<file path="src/rtl/cpu_pkg.sv">
// Shared definitions for the control sequencer: opcodes, FSM states and
// instruction classes.
package cpu_pkg;

  localparam logic [4:0] OP_LD   = 5'b00000;
  localparam logic [4:0] OP_LDI  = 5'b00001;
  localparam logic [4:0] OP_ST   = 5'b00010;
  localparam logic [4:0] OP_ADD  = 5'b00011;
  localparam logic [4:0] OP_SUB  = 5'b00100;
  localparam logic [4:0] OP_AND  = 5'b00101;
  localparam logic [4:0] OP_OR   = 5'b00110;
  localparam logic [4:0] OP_SHR  = 5'b00111;
  localparam logic [4:0] OP_SHRA = 5'b01000;
  localparam logic [4:0] OP_SHL  = 5'b01001;
  localparam logic [4:0] OP_ROR  = 5'b01010;
  localparam logic [4:0] OP_ROL  = 5'b01011;
  localparam logic [4:0] OP_ADDI = 5'b01100;
  localparam logic [4:0] OP_ANDI = 5'b01101;
  localparam logic [4:0] OP_ORI  = 5'b01110;
  localparam logic [4:0] OP_MUL  = 5'b01111;
  localparam logic [4:0] OP_DIV  = 5'b10000;
  localparam logic [4:0] OP_NEG  = 5'b10001;
  localparam logic [4:0] OP_NOT  = 5'b10010;
  localparam logic [4:0] OP_BR   = 5'b10011;
  localparam logic [4:0] OP_JR   = 5'b10100;
  localparam logic [4:0] OP_JAL  = 5'b10101;
  localparam logic [4:0] OP_IN   = 5'b10110;
  localparam logic [4:0] OP_OUT  = 5'b10111;
  localparam logic [4:0] OP_MFHI = 5'b11000;
  localparam logic [4:0] OP_MFLO = 5'b11001;
  localparam logic [4:0] OP_NOP  = 5'b11010;
  localparam logic [4:0] OP_HALT = 5'b11011;

  localparam logic [4:0] ALU_NONE = 5'b00000;

  typedef enum logic [3:0] {
    ST_RESET, ST_T0, ST_T1, ST_T2, ST_T3, ST_T4, ST_T5, ST_T6, ST_T7, ST_HALT
  } state_t;

  typedef enum logic [3:0] {
    CLS_ALU_RR, CLS_ALU_IMM, CLS_LD, CLS_LDI, CLS_ST, CLS_MULDIV, CLS_UNARY,
    CLS_BR, CLS_JR, CLS_JAL, CLS_IN, CLS_OUT, CLS_MFHI, CLS_MFLO, CLS_NOP,
    CLS_HALT
  } instr_class_t;

  function automatic logic [4:0] get_opcode(input logic [31:0] ir);
    return ir[31:27];
  endfunction

endpackage

</file>
<file path="src/rtl/control_sequencer_if.sv">
// Handshake and strobe bundle between the control sequencer (master) and the
// datapath/memory side (slave).
interface control_sequencer_if;

  logic        stop;
  logic        mem_ready;
  logic [31:0] ir;
  logic        con_ff;

  logic PCout, MDRout, Zhighout, Zlowout, HIout, LOout, inportout, cout, Rout, BAout;
  logic Gra, Grb, Grc, Rin, PCin, IRin, MARin, MDRin, Yin, Zin, HIin, LOin;
  logic outportin, CONin, IncPC;
  logic Read, Write;
  logic [4:0] alu_op;
  logic clear, run;

  modport master (
    input  stop, mem_ready, ir, con_ff,
    output PCout, MDRout, Zhighout, Zlowout, HIout, LOout, inportout, cout, Rout, BAout,
    output Gra, Grb, Grc, Rin, PCin, IRin, MARin, MDRin, Yin, Zin, HIin, LOin,
    output outportin, CONin, IncPC, Read, Write, alu_op, clear, run
  );

  modport slave (
    output stop, mem_ready, ir, con_ff,
    input  PCout, MDRout, Zhighout, Zlowout, HIout, LOout, inportout, cout, Rout, BAout,
    input  Gra, Grb, Grc, Rin, PCin, IRin, MARin, MDRin, Yin, Zin, HIin, LOin,
    input  outportin, CONin, IncPC, Read, Write, alu_op, clear, run
  );

endinterface

</file>
<file path="src/rtl/instr_class_decode.sv">
// Maps a 5-bit opcode onto the instruction class that selects an execute
// sequence; undefined opcodes fall into the NOP class.
module instr_class_decode
  import cpu_pkg::*;
(
  input  logic [4:0]   i_opcode,
  output instr_class_t o_class
);

  // Opcode to execute-sequence class
  always_comb begin
    o_class = CLS_NOP;
    case (i_opcode)
      OP_ADD, OP_SUB, OP_AND, OP_OR, OP_SHR, OP_SHRA,
      OP_SHL, OP_ROR, OP_ROL:          o_class = CLS_ALU_RR;
      OP_ADDI, OP_ANDI, OP_ORI:        o_class = CLS_ALU_IMM;
      OP_LD:                           o_class = CLS_LD;
      OP_LDI:                          o_class = CLS_LDI;
      OP_ST:                           o_class = CLS_ST;
      OP_MUL, OP_DIV:                  o_class = CLS_MULDIV;
      OP_NEG, OP_NOT:                  o_class = CLS_UNARY;
      OP_BR:                           o_class = CLS_BR;
      OP_JR:                           o_class = CLS_JR;
      OP_JAL:                          o_class = CLS_JAL;
      OP_IN:                           o_class = CLS_IN;
      OP_OUT:                          o_class = CLS_OUT;
      OP_MFHI:                         o_class = CLS_MFHI;
      OP_MFLO:                         o_class = CLS_MFLO;
      OP_HALT:                         o_class = CLS_HALT;
      default:                         o_class = CLS_NOP;
    endcase
  end

endmodule

</file>
<file path="src/rtl/control_sequencer.sv">
// Multi-cycle sequencer: fetch T0-T2, class-specific execute T3-T7, with
// memory wait states and a stop/halt path. Strobes are Moore-decoded.
module control_sequencer
  import cpu_pkg::*;
(
  input  logic                clock,
  input  logic                reset,
  control_sequencer_if.master io_bus
);

  state_t       r_state;
  state_t       w_next_state;
  state_t       w_retire_state;
  instr_class_t w_class;
  logic [4:0]   w_opcode;
  logic         w_unused_ir_fields;

  assign w_opcode = get_opcode(io_bus.ir);
  // Register fields are consumed by the datapath, not by the sequencer.
  assign w_unused_ir_fields = ^io_bus.ir[26:0];

  instr_class_decode u_decode (
    .i_opcode (w_opcode),
    .o_class  (w_class)
  );

  // State register
  always_ff @(posedge clock or posedge reset) begin
    if (reset) begin
      r_state <= ST_RESET;
    end else begin
      r_state <= w_next_state;
    end
  end

  // Next-state logic: step sequencing, memory waits and retirement
  always_comb begin
    w_next_state = r_state;
    if (io_bus.stop) begin
      w_retire_state = ST_HALT;
    end else begin
      w_retire_state = ST_T0;
    end
    case (r_state)
      ST_RESET: w_next_state = ST_T0;
      ST_T0:    w_next_state = ST_T1;
      ST_T1: begin
        if (io_bus.mem_ready) begin
          w_next_state = ST_T2;
        end else begin
          w_next_state = ST_T1;
        end
      end
      ST_T2: begin
        case (w_class)
          CLS_HALT: w_next_state = ST_HALT;
          CLS_NOP:  w_next_state = w_retire_state;
          default:  w_next_state = ST_T3;
        endcase
      end
      ST_T3: begin
        case (w_class)
          CLS_ALU_RR, CLS_ALU_IMM, CLS_LD, CLS_LDI, CLS_ST,
          CLS_MULDIV, CLS_UNARY, CLS_BR, CLS_JAL: w_next_state = ST_T4;
          default:                                w_next_state = w_retire_state;
        endcase
      end
      ST_T4: begin
        case (w_class)
          CLS_ALU_RR, CLS_ALU_IMM, CLS_LD, CLS_LDI, CLS_ST,
          CLS_MULDIV, CLS_BR:                     w_next_state = ST_T5;
          default:                                w_next_state = w_retire_state;
        endcase
      end
      ST_T5: begin
        case (w_class)
          CLS_LD, CLS_ST, CLS_MULDIV, CLS_BR: w_next_state = ST_T6;
          default:                            w_next_state = w_retire_state;
        endcase
      end
      ST_T6: begin
        case (w_class)
          CLS_LD: begin
            if (io_bus.mem_ready) begin
              w_next_state = ST_T7;
            end else begin
              w_next_state = ST_T6;
            end
          end
          CLS_ST:  w_next_state = ST_T7;
          default: w_next_state = w_retire_state;
        endcase
      end
      ST_T7: begin
        case (w_class)
          CLS_ST: begin
            if (io_bus.mem_ready) begin
              w_next_state = w_retire_state;
            end else begin
              w_next_state = ST_T7;
            end
          end
          default: w_next_state = w_retire_state;
        endcase
      end
      ST_HALT:  w_next_state = ST_HALT;
      default:  w_next_state = ST_RESET;
    endcase
  end

  // Strobe decode from state x instruction class
  always_comb begin
    io_bus.PCout = 1'b0;  io_bus.MDRout = 1'b0;    io_bus.Zhighout = 1'b0;
    io_bus.Zlowout = 1'b0; io_bus.HIout = 1'b0;    io_bus.LOout = 1'b0;
    io_bus.inportout = 1'b0; io_bus.cout = 1'b0;   io_bus.Rout = 1'b0;
    io_bus.BAout = 1'b0;  io_bus.Gra = 1'b0;       io_bus.Grb = 1'b0;
    io_bus.Grc = 1'b0;    io_bus.Rin = 1'b0;       io_bus.PCin = 1'b0;
    io_bus.IRin = 1'b0;   io_bus.MARin = 1'b0;     io_bus.MDRin = 1'b0;
    io_bus.Yin = 1'b0;    io_bus.Zin = 1'b0;       io_bus.HIin = 1'b0;
    io_bus.LOin = 1'b0;   io_bus.outportin = 1'b0; io_bus.CONin = 1'b0;
    io_bus.IncPC = 1'b0;  io_bus.Read = 1'b0;      io_bus.Write = 1'b0;
    io_bus.alu_op = ALU_NONE;
    io_bus.clear = (r_state == ST_RESET);
    io_bus.run = (r_state != ST_RESET) && (r_state != ST_HALT);
    case (r_state)
      ST_T0: begin
        io_bus.PCout = 1'b1; io_bus.MARin = 1'b1; io_bus.IncPC = 1'b1; io_bus.Zin = 1'b1;
      end
      ST_T1: begin
        io_bus.Zlowout = 1'b1; io_bus.PCin = 1'b1; io_bus.Read = 1'b1; io_bus.MDRin = 1'b1;
      end
      ST_T2: begin
        io_bus.MDRout = 1'b1; io_bus.IRin = 1'b1;
      end
      ST_T3: begin
        case (w_class)
          CLS_ALU_RR, CLS_ALU_IMM: begin
            io_bus.Grb = 1'b1; io_bus.Rout = 1'b1; io_bus.Yin = 1'b1;
          end
          CLS_LD, CLS_LDI, CLS_ST: begin
            io_bus.Grb = 1'b1; io_bus.BAout = 1'b1; io_bus.Yin = 1'b1;
          end
          CLS_MULDIV: begin
            io_bus.Gra = 1'b1; io_bus.Rout = 1'b1; io_bus.Yin = 1'b1;
          end
          CLS_UNARY: begin
            io_bus.Grb = 1'b1; io_bus.Rout = 1'b1; io_bus.Zin = 1'b1;
            io_bus.alu_op = w_opcode;
          end
          CLS_BR: begin
            io_bus.Gra = 1'b1; io_bus.Rout = 1'b1; io_bus.CONin = 1'b1;
          end
          CLS_JR: begin
            io_bus.Gra = 1'b1; io_bus.Rout = 1'b1; io_bus.PCin = 1'b1;
          end
          CLS_JAL: begin
            io_bus.PCout = 1'b1; io_bus.Grb = 1'b1; io_bus.Rin = 1'b1;
          end
          CLS_IN: begin
            io_bus.inportout = 1'b1; io_bus.Gra = 1'b1; io_bus.Rin = 1'b1;
          end
          CLS_OUT: begin
            io_bus.Gra = 1'b1; io_bus.Rout = 1'b1; io_bus.outportin = 1'b1;
          end
          CLS_MFHI: begin
            io_bus.HIout = 1'b1; io_bus.Gra = 1'b1; io_bus.Rin = 1'b1;
          end
          CLS_MFLO: begin
            io_bus.LOout = 1'b1; io_bus.Gra = 1'b1; io_bus.Rin = 1'b1;
          end
          default: io_bus.alu_op = ALU_NONE;
        endcase
      end
      ST_T4: begin
        case (w_class)
          CLS_ALU_RR: begin
            io_bus.Grc = 1'b1; io_bus.Rout = 1'b1; io_bus.Zin = 1'b1;
            io_bus.alu_op = w_opcode;
          end
          CLS_ALU_IMM: begin
            io_bus.cout = 1'b1; io_bus.Zin = 1'b1; io_bus.alu_op = w_opcode;
          end
          CLS_LD, CLS_LDI, CLS_ST: begin
            io_bus.cout = 1'b1; io_bus.Zin = 1'b1; io_bus.alu_op = OP_ADD;
          end
          CLS_MULDIV: begin
            io_bus.Grb = 1'b1; io_bus.Rout = 1'b1; io_bus.Zin = 1'b1;
            io_bus.alu_op = w_opcode;
          end
          CLS_UNARY: begin
            io_bus.Zlowout = 1'b1; io_bus.Gra = 1'b1; io_bus.Rin = 1'b1;
          end
          CLS_BR: begin
            io_bus.PCout = 1'b1; io_bus.Yin = 1'b1;
          end
          CLS_JAL: begin
            io_bus.Gra = 1'b1; io_bus.Rout = 1'b1; io_bus.PCin = 1'b1;
          end
          default: io_bus.alu_op = ALU_NONE;
        endcase
      end
      ST_T5: begin
        case (w_class)
          CLS_ALU_RR, CLS_ALU_IMM, CLS_LDI: begin
            io_bus.Zlowout = 1'b1; io_bus.Gra = 1'b1; io_bus.Rin = 1'b1;
          end
          CLS_LD, CLS_ST: begin
            io_bus.Zlowout = 1'b1; io_bus.MARin = 1'b1;
          end
          CLS_MULDIV: begin
            io_bus.Zlowout = 1'b1; io_bus.LOin = 1'b1;
          end
          CLS_BR: begin
            io_bus.cout = 1'b1; io_bus.Zin = 1'b1; io_bus.alu_op = OP_ADD;
          end
          default: io_bus.alu_op = ALU_NONE;
        endcase
      end
      ST_T6: begin
        case (w_class)
          CLS_LD: begin
            io_bus.Read = 1'b1; io_bus.MDRin = 1'b1;
          end
          CLS_ST: begin
            io_bus.Gra = 1'b1; io_bus.Rout = 1'b1; io_bus.MDRin = 1'b1;
          end
          CLS_MULDIV: begin
            io_bus.Zhighout = 1'b1; io_bus.HIin = 1'b1;
          end
          // Branch is taken only when the condition latched in T3 is set.
          CLS_BR: begin
            if (io_bus.con_ff) begin
              io_bus.Zlowout = 1'b1; io_bus.PCin = 1'b1;
            end else begin
              io_bus.Zlowout = 1'b0; io_bus.PCin = 1'b0;
            end
          end
          default: io_bus.alu_op = ALU_NONE;
        endcase
      end
      ST_T7: begin
        case (w_class)
          CLS_LD: begin
            io_bus.MDRout = 1'b1; io_bus.Gra = 1'b1; io_bus.Rin = 1'b1;
          end
          CLS_ST:  io_bus.Write = 1'b1;
          default: io_bus.alu_op = ALU_NONE;
        endcase
      end
      default: io_bus.alu_op = ALU_NONE;
    endcase
  end

endmodule

</file>
<file path="src/flat_wrapper.sv">
// flat-port wrapper written by rule: the top's interface ports become plain ports
module control_sequencer_flat import cpu_pkg::*;
  (clock, reset, io_bus_stop, io_bus_mem_ready, io_bus_ir, io_bus_con_ff, io_bus_PCout, io_bus_MDRout, io_bus_Zhighout, io_bus_Zlowout, io_bus_HIout, io_bus_LOout, io_bus_inportout, io_bus_cout, io_bus_Rout, io_bus_BAout, io_bus_Gra, io_bus_Grb, io_bus_Grc, io_bus_Rin, io_bus_PCin, io_bus_IRin, io_bus_MARin, io_bus_MDRin, io_bus_Yin, io_bus_Zin, io_bus_HIin, io_bus_LOin, io_bus_outportin, io_bus_CONin, io_bus_IncPC, io_bus_Read, io_bus_Write, io_bus_alu_op, io_bus_clear, io_bus_run);
  control_sequencer_if io_bus_i ();
  input  logic clock;
  input  logic reset;
  input wire logic [$bits(io_bus_i.stop)-1:0] io_bus_stop;
  input wire logic [$bits(io_bus_i.mem_ready)-1:0] io_bus_mem_ready;
  input wire logic [$bits(io_bus_i.ir)-1:0] io_bus_ir;
  input wire logic [$bits(io_bus_i.con_ff)-1:0] io_bus_con_ff;
  output wire logic [$bits(io_bus_i.PCout)-1:0] io_bus_PCout;
  output wire logic [$bits(io_bus_i.MDRout)-1:0] io_bus_MDRout;
  output wire logic [$bits(io_bus_i.Zhighout)-1:0] io_bus_Zhighout;
  output wire logic [$bits(io_bus_i.Zlowout)-1:0] io_bus_Zlowout;
  output wire logic [$bits(io_bus_i.HIout)-1:0] io_bus_HIout;
  output wire logic [$bits(io_bus_i.LOout)-1:0] io_bus_LOout;
  output wire logic [$bits(io_bus_i.inportout)-1:0] io_bus_inportout;
  output wire logic [$bits(io_bus_i.cout)-1:0] io_bus_cout;
  output wire logic [$bits(io_bus_i.Rout)-1:0] io_bus_Rout;
  output wire logic [$bits(io_bus_i.BAout)-1:0] io_bus_BAout;
  output wire logic [$bits(io_bus_i.Gra)-1:0] io_bus_Gra;
  output wire logic [$bits(io_bus_i.Grb)-1:0] io_bus_Grb;
  output wire logic [$bits(io_bus_i.Grc)-1:0] io_bus_Grc;
  output wire logic [$bits(io_bus_i.Rin)-1:0] io_bus_Rin;
  output wire logic [$bits(io_bus_i.PCin)-1:0] io_bus_PCin;
  output wire logic [$bits(io_bus_i.IRin)-1:0] io_bus_IRin;
  output wire logic [$bits(io_bus_i.MARin)-1:0] io_bus_MARin;
  output wire logic [$bits(io_bus_i.MDRin)-1:0] io_bus_MDRin;
  output wire logic [$bits(io_bus_i.Yin)-1:0] io_bus_Yin;
  output wire logic [$bits(io_bus_i.Zin)-1:0] io_bus_Zin;
  output wire logic [$bits(io_bus_i.HIin)-1:0] io_bus_HIin;
  output wire logic [$bits(io_bus_i.LOin)-1:0] io_bus_LOin;
  output wire logic [$bits(io_bus_i.outportin)-1:0] io_bus_outportin;
  output wire logic [$bits(io_bus_i.CONin)-1:0] io_bus_CONin;
  output wire logic [$bits(io_bus_i.IncPC)-1:0] io_bus_IncPC;
  output wire logic [$bits(io_bus_i.Read)-1:0] io_bus_Read;
  output wire logic [$bits(io_bus_i.Write)-1:0] io_bus_Write;
  output wire logic [$bits(io_bus_i.alu_op)-1:0] io_bus_alu_op;
  output wire logic [$bits(io_bus_i.clear)-1:0] io_bus_clear;
  output wire logic [$bits(io_bus_i.run)-1:0] io_bus_run;
  assign io_bus_i.stop = io_bus_stop;
  assign io_bus_i.mem_ready = io_bus_mem_ready;
  assign io_bus_i.ir = io_bus_ir;
  assign io_bus_i.con_ff = io_bus_con_ff;
  assign io_bus_PCout = io_bus_i.PCout;
  assign io_bus_MDRout = io_bus_i.MDRout;
  assign io_bus_Zhighout = io_bus_i.Zhighout;
  assign io_bus_Zlowout = io_bus_i.Zlowout;
  assign io_bus_HIout = io_bus_i.HIout;
  assign io_bus_LOout = io_bus_i.LOout;
  assign io_bus_inportout = io_bus_i.inportout;
  assign io_bus_cout = io_bus_i.cout;
  assign io_bus_Rout = io_bus_i.Rout;
  assign io_bus_BAout = io_bus_i.BAout;
  assign io_bus_Gra = io_bus_i.Gra;
  assign io_bus_Grb = io_bus_i.Grb;
  assign io_bus_Grc = io_bus_i.Grc;
  assign io_bus_Rin = io_bus_i.Rin;
  assign io_bus_PCin = io_bus_i.PCin;
  assign io_bus_IRin = io_bus_i.IRin;
  assign io_bus_MARin = io_bus_i.MARin;
  assign io_bus_MDRin = io_bus_i.MDRin;
  assign io_bus_Yin = io_bus_i.Yin;
  assign io_bus_Zin = io_bus_i.Zin;
  assign io_bus_HIin = io_bus_i.HIin;
  assign io_bus_LOin = io_bus_i.LOin;
  assign io_bus_outportin = io_bus_i.outportin;
  assign io_bus_CONin = io_bus_i.CONin;
  assign io_bus_IncPC = io_bus_i.IncPC;
  assign io_bus_Read = io_bus_i.Read;
  assign io_bus_Write = io_bus_i.Write;
  assign io_bus_alu_op = io_bus_i.alu_op;
  assign io_bus_clear = io_bus_i.clear;
  assign io_bus_run = io_bus_i.run;
  control_sequencer u_core (.clock(clock), .reset(reset), .io_bus(io_bus_i));
endmodule
</file>
<file path="config.mk">
export PLATFORM = sky130hd
export DESIGN_NAME = control_sequencer_flat
export DESIGN_NICKNAME = d
export VERILOG_FILES = /design/src/rtl/cpu_pkg.sv /design/src/rtl/control_sequencer_if.sv /design/src/rtl/instr_class_decode.sv /design/src/rtl/control_sequencer.sv /design/src/flat_wrapper.sv
export SDC_FILE = /design/constraint.sdc
export NUM_CORES = 1
export LEC_CHECK = 0
export BUFFER_PORTS_ARGS = -buffer_cell sky130_fd_sc_hd__buf_4
export CAP_MARGIN = 0
export CORE_AREA = 2 2 67 50
export CTS_BUF_LIST = sky130_fd_sc_hd__clkbuf_2 sky130_fd_sc_hd__clkbuf_4 sky130_fd_sc_hd__clkbuf_8
export CTS_CLUSTER_DIAMETER = 30
export DETAILED_ROUTE_END_ITERATION = 8
export DIE_AREA = 0 0 69 52
export PLACE_DENSITY = 0.8
export SLEW_MARGIN = 30
export SYNTH_ARGS = -nofsm -noshare
export SYNTH_HDL_FRONTEND = slang
export SYNTH_SLANG_ARGS = --single-unit
</file>
<file path="constraint.sdc">
create_clock -name clock -period 2.5 [get_ports clock]
set_input_delay 0.25 -clock clock [delete_from_list [all_inputs] [get_ports clock]]
set_output_delay 0.25 -clock clock [all_outputs]
set_load 0.005 [all_outputs]
</file>
# --- Yosys cells after proc, flatten, opt, wreduce, memory -nomap -nowiden ---
# Memories as Yosys holds them, arrays and structs flattened.
# Cells that the tools add are included.
totals:
  reg_bits: 4
  rom_bits: 128
  in_bits: 37
  out_inout_bits: 34
  wordCells: 112
  n_memories: 1
mem_list:
  columns: ["name", "depth", "word_bits", "rd", "rd_clocked_by_memory_dff", "write_ports", "line", "rtl"]
  rows:
  - ["(name not given)", 32, 4, 1, 0, 0, "instr_class_decode.sv:13", "case (i_opcode)"]
op_classes:
  n_eq_ne: 25
  muxes: 66
  n_reduce_logical: 19
ops:
  columns: ["cell", "count"]
  rows:
  - ["4-bit equality test (second input constant)", 10]
  - ["4-bit case mux with 10 select lines", 1]
  - ["1-bit two-way mux", 38]
  - ["4-bit by 3-bit equality test with 1-bit output (second input constant)", 8]
  - ["4-bit two-way mux", 7]
  - ["7-bit OR reduction", 4]
  - ["4-bit by 2-bit equality test with 1-bit output (second input constant)", 4]
  - ["1-bit case mux with 4 select lines", 4]
  - ["4-bit case mux with 2 select lines", 2]
  - ["5-bit case mux with 3 select lines", 1]
  - ["1-bit case mux with 2 select lines", 7]
  - ["3-bit OR reduction", 4]
  - ["4-bit OR reduction", 3]
  - ["5-bit case mux with 2 select lines", 1]
  - ["9-bit OR reduction", 1]
  - ["4-bit by 1-bit equality test with 1-bit output (second input constant)", 2]
  - ["4-bit zero test", 2]
  - ["1-bit case mux with 3 select lines", 2]
  - ["6-bit OR reduction", 1]
  - ["5-bit two-way mux", 1]
  - ["1-bit case mux with 5 select lines", 1]
  - ["4-bit inequality test (second input constant)", 1]
  - ["4-bit nonzero test", 1]
  - ["2-bit OR reduction", 2]
  - ["2 further kinds", 2]

# --- Logic depth before layout (Yosys ltp) ---
# An unclocked memory read counts as a cell.
logic_depth:
  word_depth: 5
  depth_mapped: 10
  ltp_nobuf: 8

# --- Modules after synthesis ---
# Synthesis repeated with hierarchy kept, for this count alone.
hier_totals:
  hier_cells: 206
  hier_area_um2: 1276.2
modules_own_cells:
  columns: ["mod", "n_inst", "cells_each", "area_per_inst_um2", "seq_area_each_um2"]
  rows:
  - ["control_sequencer", 1, 182, 1113.6, 100.1]
  - ["instr_class_decode", 1, 24, 162.7, 0.0]

# --- Least setup slack after synthesis ---
# Ideal clock, no wire load.
synth_path:
  kind: "input to output"
  startpoint: "input port io_bus_ir[28]"
  endpoint: "output port io_bus_Zin"
  t_arrival_ns: 1.822
  required_time_ns: 2.250
  path_slack_ns: 0.428
  stages: 8
  n_path_buf: 0
  path_cell_list: "inv_1 -> ha_1 -> nand2b_1 -> a311oi_2 -> or2_1 -> or3_1 -> a2111oi_0 -> or4_1"
synth_between:
  elab_chain_cells: 5
  word_cells_on_any_way: 14
  cone_classes: "eq/ne: 7; mux: 4; reduce/logical: 2; memory: 1"
synth_rtl:
  columns: ["item", "line", "rtl"]
  rows:
  - ["start, declared", "flat_wrapper.sv:9", "input wire logic [$bits(io_bus_i.ir)-1:0] io_bus_ir;"]
  - ["memory read 32 x 4 bit *", null, null]
  - ["4-bit by 1-bit equality test with 1-bit output, or another cell as far along", "control_sequencer.sv:175", "case (w_class)"]
  - ["6-bit OR reduction (no source line)", null, null]
  - ["1-bit two-way mux", "control_sequencer.sv:175", null]
  - ["1-bit case mux with 4 select lines *", "control_sequencer.sv:125", "case (r_state)"]
  - ["end, declared", "flat_wrapper.sv:30", "output wire logic [$bits(io_bus_i.Zin)-1:0] io_bus_Zin;"]
# Every way passes the cells marked *; elsewhere a longest branch is shown, timed or not.

# --- Worst setup path in the final report ---
layout_path:
  startpoint: "input port io_bus_ir[27]"
  endpoint: "output port io_bus_Zin"
# Same word-level chain as after synthesis.

==> run_results.csv <==
group,metric,value,unit
status,outcome,"completed",
critical_path,critPathMaxFanout,6,
cts,cts_tree,"built",
floorplan,floorplan.initialDensity,0.434,
global_route,grt.total_usage,0.241,
placement,hpwl,3420,microns
synthesis,ys.flop_type,"dfrtp_1",
synthesis,synth_nets,249,
floorplan,ios,71,
routing,wl,4480,microns
placement,io_buffers,43,
power_and_ir_drop,power_leakage,0.796,nW
cells_and_area,nNetsFinal,300,
synthesis,synth_top_cell_by_area,"nor2_1",
power_and_ir_drop,powerDensity,613,nW/um^2
synthesis,ys_ff_latch,4,
floorplan,dieArea,3590,sq um
synthesis,yosysMostFrequentCell,"nor2_1",
global_route,grt-ovfl-total,0,
timing,finalHoldViolCount,0,
synthesis,syn-mean-instance-area,6.21,sq um
placement,post_dp_cell_area,1710,sq um
floorplan,die_y,52,microns
critical_path,startpoint_type,"primary input",
timing,tightest_slew,0.429,ns
critical_path,rrSetupSlack,0.59,ns
floorplan,die_w,69,microns
cells_and_area,top_register,"u_core.r_state",
cells_and_area,fill_cells,290,
cts,htree_levels,1,
global_route,gr-usage-met2,0.349,
critical_path,path_class,"in -> out",
cts,clk_pin_slew,0.03,ns
cts,cts_max_path_buffers,2,
synthesis,synth_edf_count,0,
synthesis,ys_seq_area_frac,0.0775,
cells_and_area,antennaDiodeCount,0,
routing,vias,1751,
critical_path,critPathArrivalTime,2.14,ns
synthesis,synth_cells,208,
routing,drcViolationCount,0,
cells_and_area,design_area,1780,sq um
timing,fin_crit_sh,0.957,
global_route,first_global_vias,1464,
cts,insertion_delay,0.21,ns
synthesis,synth_area,1290,sq um
placement,pre_cts_slack,0.0365,ns
synthesis,synth_warnings,0,
timing,slew_violations,0,
synthesis,yosysTopAreaCellShare,0.0843,
critical_path,critPathRequiredTime,2.25,ns
timing,grt_setup_unrepaired,"false",
job,maxCapViolations,0,
timing,finalClockSkew,0.00277,ns
cells_and_area,top_regs,"u_core.r_state x4",
cts,clkSinkCount,4,
timing,setup_viol,0,
global_route,antenna_found_initial,0,
synthesis,synth_area_leaders,"nor2_1 (8.4%), dfrtp_1 (7.8%), nand2_1 (6.4%), a21oi_1 (5.8%), nor3_1 (5.4%)",
synthesis,synth.distinct_cells,54,
synthesis,synth.top_cells.by_count,"nor2_1 (29), nand2_1 (22), a21oi_1 (15), nor3_1 (14), o21ai_1 (9)",
cells_and_area,syn_to_final_growth,37.9,%
routing,via_per_inst,5.94,
timing,max_freq,0.418,GHz
timing,period_minus_slack,2.39,ns
timing,tns,0,ns
global_route,grt_start_max_net_pins,19,
timing,slew-limit-headroom,0.714,
global_route,grt-busiest-layer,"met1",
routing,drtAntennaViolNets,0,
power_and_ir_drop,peakVddDrop,0.809,mV
floorplan,core,2980,sq um
routing,drt_first_iter_violations,233,
floorplan,rows,17,
synthesis,synth-async-reset-ratio,1.00,
placement,place_congestion,0.969,
cells_and_area,largest_register_ffs,4,
min_path,hp-class,"in -> reg",
cells_and_area,drive_gt1_frac,0.284,
cts,numCtsBuffers,3,
global_route,use_met3,0.0349,
global_route,grt_util_met1,0.373,
cts,cts_root_buf,"clkbuf_8",
critical_path,end_kind,"primary output",
routing,dr.pass1.iters,4,
timing,timing.final.ws_setup,0.106,ns
global_route,grt_pass1_wl,7090,microns
routing,wl_per_cell,15.2,microns
==> what timing repair did <==
action	CTS	global route
setup endpoints to repair	0	7
resized for setup	0	4
hold endpoints to repair	4	0
buffers inserted	0	0
hold buffers	1	0
==> cells by family after synthesis <==
logic type               synth area share
AND/OR/NAND/NOR                     0.403
AO/OA/AOI/OAI                       0.368
buffers and inverters              0.0901
adder cells (fa/ha/maj)            0.0388
flip-flops                         0.0775
multiplexers                       0.0155
XOR/XNOR                          0.00678
==> report_power, final <==
part / switching, mW / leakage (nW) / total (mW) / internal, mW
Sequential: 0.0472 / 0.0511 / 0.140 / 0.0932
Combinational: 0.445 / 0.724 / 0.818 / 0.373
Clock: 0.0312 / 0.0216 / 0.134 / 0.102
Total: 0.523 / 0.796 / 1.09 / 0.569
==> critical path, stage by stage <==
cell and delay (ns):
buf_4 0.12, inv_1 0.06, ha_1 0.28, nand2b_1 0.15, a311oi_2 0.24, or2_1 0.17, or3_1 0.14, a2111oi_2 0.07
or4_1 0.52, buf_4 0.15
==> final cells by class <==
cell class / count / area, sq um / area share
Tap cell: 38 / 47.5 / 0.0267
Clock buffer: 3 / 41.3 / 0.0232
Sequential cell: 4 / 100 / 0.0562
Inverter: 6 / 22.5 / 0.0126
Multi-Input combinational cell: 181 / 1090 / 0.614
Timing Repair Buffer: 63 / 475 / 0.267
==> final timing paths <==
| check | startpoint | end | cells after the start |
|---|---|---|---|
| setup / recovery | io_bus_ir[27] | io_bus_Zin | 10 |
| hold / removal | io_bus_mem_ready | u_core.r_state[0]$_DFF_PP0_ | 3 |
| setup reg to reg | u_core.r_state[1]$_DFF_PP0_ | u_core.r_state[2]$_DFF_PP0_ | 5 |
| hold reg to reg | u_core.r_state[2]$_DFF_PP0_ | u_core.r_state[1]$_DFF_PP0_ | 3 |
| max in group asynchronous | reset | u_core.r_state[1]$_DFF_PP0_ | 3 |
| min in group asynchronous | reset | u_core.r_state[3]$_DFF_PP0_ | 3 |
==> metrics by stage <==
stage	instances	hold slack, ns	util	power, mW
after floorplan	208	0.0161	-	0.593
after global placement	291	0.139	0.574	0.930
after detailed placement	291	0.142	0.574	0.937
after CTS	295	0.351	0.592	1.08
after global routing	295	0.362	0.598	1.19
final	295	0.357	0.598	1.09
==> cell usage in the layout, fill, tap and decap left out, types with 4 or more instances in the layout <==
cell type  synthesis  final
a21oi_1           15     15
a31oi_1            5      5
and2_1             4      4
buf_4              4     62
dfrtp_1            4      4
ha_1               4      4
inv_1              6      6
nand2_1           22     22
nand2b_1           6      6
nand3_1            6      6
nor2_1            29     29
nor2b_1            5      5
nor3_1            14     14
nor4_1             4      4
o211ai_1           4      4
o21ai_0            7      7
o21ai_1            9      9
o22ai_1            5      5
==> routing by layer <==
layer	vias to the layer above	wire length, microns
li1	869	-
met1	777	2120
met2	105	1860
met3	0	504
met4	0	0
met5	-	0
(Power assumes the default switching activity.)
